### src/rtl/set_assoc_dcache_pkg.sv
// Bus payload types shared by the data cache and its CPU / memory-side neighbours.
package set_assoc_dcache_pkg;

  typedef enum logic [2:0] {
    MSIZE1 = 3'd0,
    MSIZE2 = 3'd1,
    MSIZE4 = 3'd2,
    MSIZE8 = 3'd3
  } msize_t;

  // Burst length encoded as beats minus one
  typedef enum logic [3:0] {
    MLEN1  = 4'd0,
    MLEN2  = 4'd1,
    MLEN4  = 4'd3,
    MLEN8  = 4'd7,
    MLEN16 = 4'd15
  } mlen_t;

  typedef logic [31:0] addr_t;
  typedef logic [31:0] word_t;
  typedef logic [3:0]  strobe_t;

  typedef struct packed {
    logic    valid;
    addr_t   addr;
    msize_t  size;
    strobe_t strobe;
    word_t   data;
  } dbus_req_t;

  typedef struct packed {
    logic  addr_ok;
    logic  data_ok;
    word_t data;
  } dbus_resp_t;

  typedef struct packed {
    logic    valid;
    logic    is_write;
    msize_t  size;
    addr_t   addr;
    strobe_t strobe;
    word_t   data;
    mlen_t   len;
  } cbus_req_t;

  typedef struct packed {
    logic  ready;
    logic  last;
    word_t data;
  } cbus_resp_t;

endpackage

### src/rtl/set_assoc_dcache.sv
// Set-associative write-back data cache: flop-based storage, round-robin replacement,
// single-cycle hits and a writeback/fetch burst FSM toward memory.
module set_assoc_dcache
  import set_assoc_dcache_pkg::*;
#(
  parameter int unsigned NUM_WAYS    = 2,
  parameter int unsigned INDEX_BITS  = 2,
  parameter int unsigned OFFSET_BITS = 2
) (
  input  logic       clk,
  input  logic       resetn,
  input  dbus_req_t  dreq,
  output dbus_resp_t dresp,
  output cbus_req_t  creq,
  input  cbus_resp_t cresp
);

  localparam int unsigned NUM_SETS = 1 << INDEX_BITS;
  localparam int unsigned WORDS    = 1 << OFFSET_BITS;
  localparam int unsigned WAY_BITS = (NUM_WAYS > 1) ? $clog2(NUM_WAYS) : 1;
  localparam int unsigned LINE_LSB = OFFSET_BITS + 2;
  localparam int unsigned TAG_LSB  = LINE_LSB + INDEX_BITS;
  localparam int unsigned TAG_BITS = 32 - TAG_LSB;
  localparam mlen_t       LEN      = (OFFSET_BITS == 2) ? MLEN4 :
                                     (OFFSET_BITS == 3) ? MLEN8 : MLEN16;

  typedef enum logic [1:0] {IDLE, WRITEBACK, FETCH} state_t;

  state_t                 state_q, state_d;
  logic [OFFSET_BITS-1:0] cnt_q, cnt_d;
  logic [WAY_BITS-1:0]    victim_q, victim_d;

  logic [31:0]         data_q  [NUM_SETS][NUM_WAYS][WORDS];
  logic [TAG_BITS-1:0] tag_q   [NUM_SETS][NUM_WAYS];
  logic                valid_q [NUM_SETS][NUM_WAYS];
  logic                dirty_q [NUM_SETS][NUM_WAYS];
  logic [WAY_BITS-1:0] ptr_q   [NUM_SETS];

  logic [INDEX_BITS-1:0]  idx_c;
  logic [TAG_BITS-1:0]    tag_c;
  logic [OFFSET_BITS-1:0] word_c;
  logic                   lookup_c;
  logic                   hit_c;
  logic [WAY_BITS-1:0]    hit_way_c;
  logic [WAY_BITS-1:0]    victim_c;
  logic                   found_inv_c;
  logic                   fill_done_c;
  logic                   unused_c;

  assign idx_c       = dreq.addr[LINE_LSB +: INDEX_BITS];
  assign tag_c       = dreq.addr[31:TAG_LSB];
  assign word_c      = dreq.addr[2 +: OFFSET_BITS];
  assign lookup_c    = (state_q == IDLE) && dreq.valid;
  assign fill_done_c = (state_q == FETCH) && cresp.ready && cresp.last;
  assign unused_c    = ^{dreq.size, dreq.addr[1:0]};

  // Tag match across the indexed set, plus victim choice (lowest invalid way, else pointer)
  always_comb begin
    hit_c       = 1'b0;
    hit_way_c   = '0;
    victim_c    = ptr_q[idx_c];
    found_inv_c = 1'b0;
    for (int unsigned w = 0; w < NUM_WAYS; w++) begin
      if (!hit_c && valid_q[idx_c][WAY_BITS'(w)] && (tag_q[idx_c][WAY_BITS'(w)] == tag_c)) begin
        hit_c     = 1'b1;
        hit_way_c = WAY_BITS'(w);
      end
      if (!found_inv_c && !valid_q[idx_c][WAY_BITS'(w)]) begin
        found_inv_c = 1'b1;
        victim_c    = WAY_BITS'(w);
      end
    end
  end

  always_comb begin
    state_d  = state_q;
    cnt_d    = cnt_q;
    victim_d = victim_q;
    dresp    = '0;
    creq     = '0;
    unique case (state_q)
      IDLE: begin
        if (dreq.valid) begin
          if (hit_c) begin
            dresp.addr_ok = 1'b1;
            dresp.data_ok = 1'b1;
            dresp.data    = data_q[idx_c][hit_way_c][word_c];
          end else begin
            victim_d = victim_c;
            state_d  = (valid_q[idx_c][victim_c] && dirty_q[idx_c][victim_c]) ? WRITEBACK : FETCH;
          end
        end
      end
      WRITEBACK: begin
        creq.valid    = 1'b1;
        creq.is_write = 1'b1;
        creq.size     = MSIZE4;
        creq.strobe   = 4'b1111;
        creq.addr     = {tag_q[idx_c][victim_q], idx_c, {LINE_LSB{1'b0}}};
        creq.data     = data_q[idx_c][victim_q][cnt_q];
        creq.len      = LEN;
        if (cresp.ready) begin
          cnt_d = cnt_q + OFFSET_BITS'(1);
          if (cresp.last) begin
            cnt_d   = '0;
            state_d = FETCH;
          end
        end
      end
      FETCH: begin
        creq.valid    = 1'b1;
        creq.is_write = 1'b0;
        creq.size     = MSIZE4;
        creq.strobe   = 4'b0000;
        creq.addr     = {tag_c, idx_c, {LINE_LSB{1'b0}}};
        creq.len      = LEN;
        if (cresp.ready) begin
          cnt_d = cnt_q + OFFSET_BITS'(1);
          if (cresp.last) begin
            cnt_d   = '0;
            state_d = IDLE;
          end
        end
      end
      default: state_d = IDLE;
    endcase
  end

  always_ff @(posedge clk or negedge resetn) begin
    if (!resetn) begin
      state_q  <= IDLE;
      cnt_q    <= '0;
      victim_q <= '0;
    end else begin
      state_q  <= state_d;
      cnt_q    <= cnt_d;
      victim_q <= victim_d;
    end
  end

  // Line metadata; a line only becomes valid once its whole fill has landed
  always_ff @(posedge clk or negedge resetn) begin
    if (!resetn) begin
      for (int unsigned s = 0; s < NUM_SETS; s++) begin
        ptr_q[s] <= '0;
        for (int unsigned w = 0; w < NUM_WAYS; w++) begin
          valid_q[s][w] <= 1'b0;
          dirty_q[s][w] <= 1'b0;
          tag_q[s][w]   <= '0;
        end
      end
    end else begin
      if (lookup_c && hit_c && (dreq.strobe != 4'b0000)) begin
        dirty_q[idx_c][hit_way_c] <= 1'b1;
      end
      if (fill_done_c) begin
        valid_q[idx_c][victim_q] <= 1'b1;
        dirty_q[idx_c][victim_q] <= 1'b0;
        tag_q[idx_c][victim_q]   <= tag_c;
        ptr_q[idx_c] <= (ptr_q[idx_c] == WAY_BITS'(NUM_WAYS - 1)) ?
                        '0 : ptr_q[idx_c] + WAY_BITS'(1);
      end
    end
  end

  // Data words carry no reset: contents are meaningless until the valid bit is set
  always_ff @(posedge clk) begin
    if (lookup_c && hit_c) begin
      for (int unsigned b = 0; b < 4; b++) begin
        if (dreq.strobe[2'(b)]) begin
          data_q[idx_c][hit_way_c][word_c][8*b +: 8] <= dreq.data[8*b +: 8];
        end
      end
    end
    if ((state_q == FETCH) && cresp.ready) begin
      data_q[idx_c][victim_q][cnt_q] <= cresp.data;
    end
  end

endmodule
### config.mk
export PLATFORM = sky130hd
export DESIGN_NAME = set_assoc_dcache
export DESIGN_NICKNAME = d
export VERILOG_FILES = /design/src/rtl/set_assoc_dcache_pkg.sv /design/src/rtl/set_assoc_dcache.sv
export SDC_FILE = /design/constraint.sdc
export NUM_CORES = 2
export LEC_CHECK = 0
export BUFFER_PORTS_ARGS = -buffer_cell sky130_fd_sc_hd__buf_2
export CAP_MARGIN = 40
export CELL_PAD_IN_SITES_DETAIL_PLACEMENT = 1
export CELL_PAD_IN_SITES_GLOBAL_PLACEMENT = 2
export CORE_MARGIN = 4
export CORE_UTILIZATION = 52
export CTS_BUF_LIST = sky130_fd_sc_hd__clkbuf_2 sky130_fd_sc_hd__clkbuf_4 sky130_fd_sc_hd__clkbuf_8
export CTS_CLUSTER_SIZE = 10
export DETAILED_ROUTE_END_ITERATION = 8
export MAX_ROUTING_LAYER = met4
export PLACE_DENSITY = 0.92
export RECOVER_POWER = 100
export SLEW_MARGIN = 0
export SYNTH_ARGS = -nofsm -noshare
export SYNTH_HDL_FRONTEND = slang
export SYNTH_SLANG_ARGS = --single-unit
### constraint.sdc
create_clock -name clk -period 10.9 [get_ports clk]
set_clock_uncertainty 0.15 [all_clocks]
set_input_delay 2.18 -clock clk [delete_from_list [all_inputs] [get_ports clk]]
set_output_delay 2.18 -clock clk [all_outputs]
set_load 0.02 [all_outputs]
==> metrics.md <==
| Metric | Value |
|---|---|
| Status | `finished, violations left` |
| Failing checks | `max-capacitance violations, max-slew violations` |
| Start point of the worst hold path | `ptr_q[3]` |
| Power, Total | `12,900 uW` |
| DRC Markers | `0` |
| Number of synthesized flops with an enable pin | `slightly above 1,000` |
| Reg2Reg Setup Slack | `2.17 ns` |
| Initial DRC Count | `around 4,200` |
| Slew @ Worst Pin | `between 5 and 6 ns` |
| CTS Root Cell | `clkbuf_8` |
| Crit path kind | `in -> out` |
| Xor and xnor fraction of the mapped netlist area | `0.821%` |
| Async SR Flop Fraction | `a little under a fifth` |
| Flops & latches, synth | `between 1,000 and 1,500` |
| Critical path startpoint | `dreq[44]` |
| Nets | `about 3,800` |
| Die area | `116,000 sq um` |
| Largest family of logic cells by synthesized area | `multiplexers` |
| WL final | `176 mm` |
| Worst VDD drop | `roughly 120 uV` |
| Netlist cell types | `slightly above 70` |
| Most common cell in the netlist | `edfxtp_1` |
| CTS buffer count | `between 200 and 250` |
| H-tree depth | `4` |
| TritonCTS clock tree | `yes` |
| Synth Area in Compound Gates | `under 10%` |
| Sink Count | `between 1,000 and 1,500` |
| Routed vias | `34,831` |
| Critical Path RT | `~8.6 ns` |
| CP Capture Point | `dresp[20]` |
| Final core occ | `between 50% and 60%` |
| Core Area | `~110,000 sq um` |
| Share of cells above drive strength 1 | `between 20 and 30%` |
| Crit share post-route | `90.6%` |
| Post-Synthesis Cells | `~3,400` |
| Non-Filler Instances | `5,354` |
| Clock Latency Late Sink | `~0.9 ns` |
| Placed cell areas | `~61,000 sq um` |
| Post-Synth Simple-Gate Area | `approximately 6.3%` |
| Via/cell ratio | `approximately 6.5` |
| Initial antenna violation count | `12` |
| Total gr overflow | `0` |
| Area grow syn2layout | `10.6%` |
| # IOs | `between 200 and 250` |
| Min-delay worst type | `reg -> reg` |
| Post-CTS sizing | `0` |
| Leak | `around 0.023 uW` |
| Reg2reg end | `data_q[1][158]` |
| Post CTS Setup Buffer Count | `0` |
| Setup TNS | `0 ns` |
| Final hold violation count | `0` |
| CTS clk-pin slew, worst paths | `roughly 0.060 ns` |
| Clock Path Buffers | `3` |
| Port Buffers | `205` |
| Syn_area_per_cell | `16.8 sq um` |
| Fraction of the mapped netlist area in adder cells | `less than 1%` |
| Fmax | `about 0.10 GHz` |
| Gpl congestion | `a little over 0.8` |
| Top cells by count, synth | `edfxtp_1 (1,024), nand2_1 (517), mux4_2 (416), mux2_2 (342), dfrtp_1 (233)` |
| Pin count of the biggest net entering global routing | `around 130` |
| Max-cap violations | `26` |
| CP Launch Type | `primary input` |
| Area fraction of the dominant cell type after synthesis | `53.4%` |
| Routed len/inst | `about 33 um` |
| Critical path arrival | `between 7 and 8 ns` |
| Core Rows | `about 120` |
| DIE HEIGHT | `341 um` |
| Slew Limit Fails | `~810` |
| Final setup violation count | `0` |
| Chip width | `around 340 um` |
| R2R depth | `7` |
| RSZ-0062 raised after global routing | `false` |
| Post-synth top area cell | `edfxtp_1` |
| Post-route ant nets | `0` |
| Crit-path max FO | `103` |
| CP endpoint kind | `primary output` |
| Vias in the first global route | `about 37,000` |
| Overall routing resource usage | `31.3%` |
| Starting density of the core | `52.6%` |
| Main synth FF type | `edfxtp_1` |
| Ranking of synthesized cells by area | `edfxtp_1 (53%), mux4_2 (16%), dfrtp_1 (10%)` |
| Yosys warns | `0` |
| Final instance area | `63,700 sq um` |
| Sequential share of the synthesized area | `~64%` |
| DP Wirelength | `~120 mm` |
| Pre-Repair DR Iteration Count | `6` |
| Placed insts | `approximately 5,000` |
| Post-CTS Hold Buffers | `0` |
| Synthesized area | `roughly 58,000 sq um` |
| Pwr Density | `between 200 and 250 nW/um^2` |
| Worst r2r src | `cnt_q[0]` |
| Min cycle time layout | `9.88 ns` |
| Max-slew headroom | `-254%` |
| Mux contribution to synthesized area | `around a quarter` |
| First-pass GRT wire length | `between 200 and 300 mm` |
where the power goes:
group | switching, uW | internal, uW
clock | 1920 | 2100
sequential | 282 | 5810
combinational | 1540 | 1220
worst max-delay path, cell delays in order:
cell,delay [ns]
buf_8,0.64
clkbuf_1,2.28
mux4_2,0.63
mux2i_1,0.13
nand2_1,0.22
nand3_1,0.10
a211oi_1,0.36
a2bb2oi_1,0.26
o2111a_1,0.33
clkbuf_1,0.26
cells in the final DEF (no fill, tap or decap), types with 9 or more instances in the layout:
master	instances
edfxtp_1	1024
clkinv_1	49
buf_4	22
a22oi_1	9
o21ai_0	28
and2b_1	13
mux2i_1	88
mux2_1	132
clkbuf_8	210
clkbuf_1	159
mux2_2	213
and2_0	64
clkinv_2	20
o31ai_1	17
xnor2_1	42
buf_2	128
nor2_1	118
o22ai_1	9
a31oi_1	19
nand3_1	12
mux4_2	416
diode_2	10
nand4_1	13
xor2_1	12
nand2_1	517
nor2b_1	27
dfrtp_1	231
or2_2	10
clkbuf_4	64
a21oi_1	39
kinds of logic (layout without fill, tap and decap cells):
kind of cell	after synthesis	in the layout
adders and majority gates	7	7
xor gates and xnor gates	54	54
AOI/OAI and AO/OA	171	171
other	1	18
muxes	851	851
DFF	1257	1257
and+or+nand+nor	824	824
buffers and inverters	271	696
state kept, by name (all words and copies together) (netlist names):
register and flops:
valid_q 8, cnt_q 2, victim_q 1, ptr_q 4
state_q 2, tag_q 208, data_q 1024, dirty_q 8
layer usage:
layer / GRT usage [%] / vias to the layer above / wire length (um)
li1: - / 13955 / -
met1: 40.4 / 18211 / 64700
met2: 48.5 / 2213 / 84500
met3: 7.89 / 452 / 19600
met4: 11.8 / 0 / 6910
met5: - / - / 0
how the worst min path moves through the flow:
stage / cells past startpoint / slack, ns / to
floorplan: 1 / 0.28 / valid_q[2]
global placement: 1 / 0.30 / valid_q[0]
detailed placement: 1 / 0.30 / valid_q[0]
CTS: 1 / 0.32 / ptr_q[1]
global route: 1 / 0.35 / valid_q[6]
finish: 1 / 0.32 / ptr_q[3]
through the flow:
step                hold WS (ns)  worst slack [ns]
floorplan                  0.284              3.76
global placement           0.298              1.89
detailed placement         0.304              1.99
CTS                        0.318              1.95
global route               0.349             0.858
finish                     0.322              1.02
cell type report:
type,instances,area [sq um]
timing repair buffer,326,1760
multi-input combinational,1915,19500
sequential,1257,36600
fill,9998,45800
tap,1476,1850
clock buffer,274,3370
inverter,10,42.5
antenna,10,25.0
clock inverter,86,528
No activity file was read; power rests on OpenSTA's default activity.
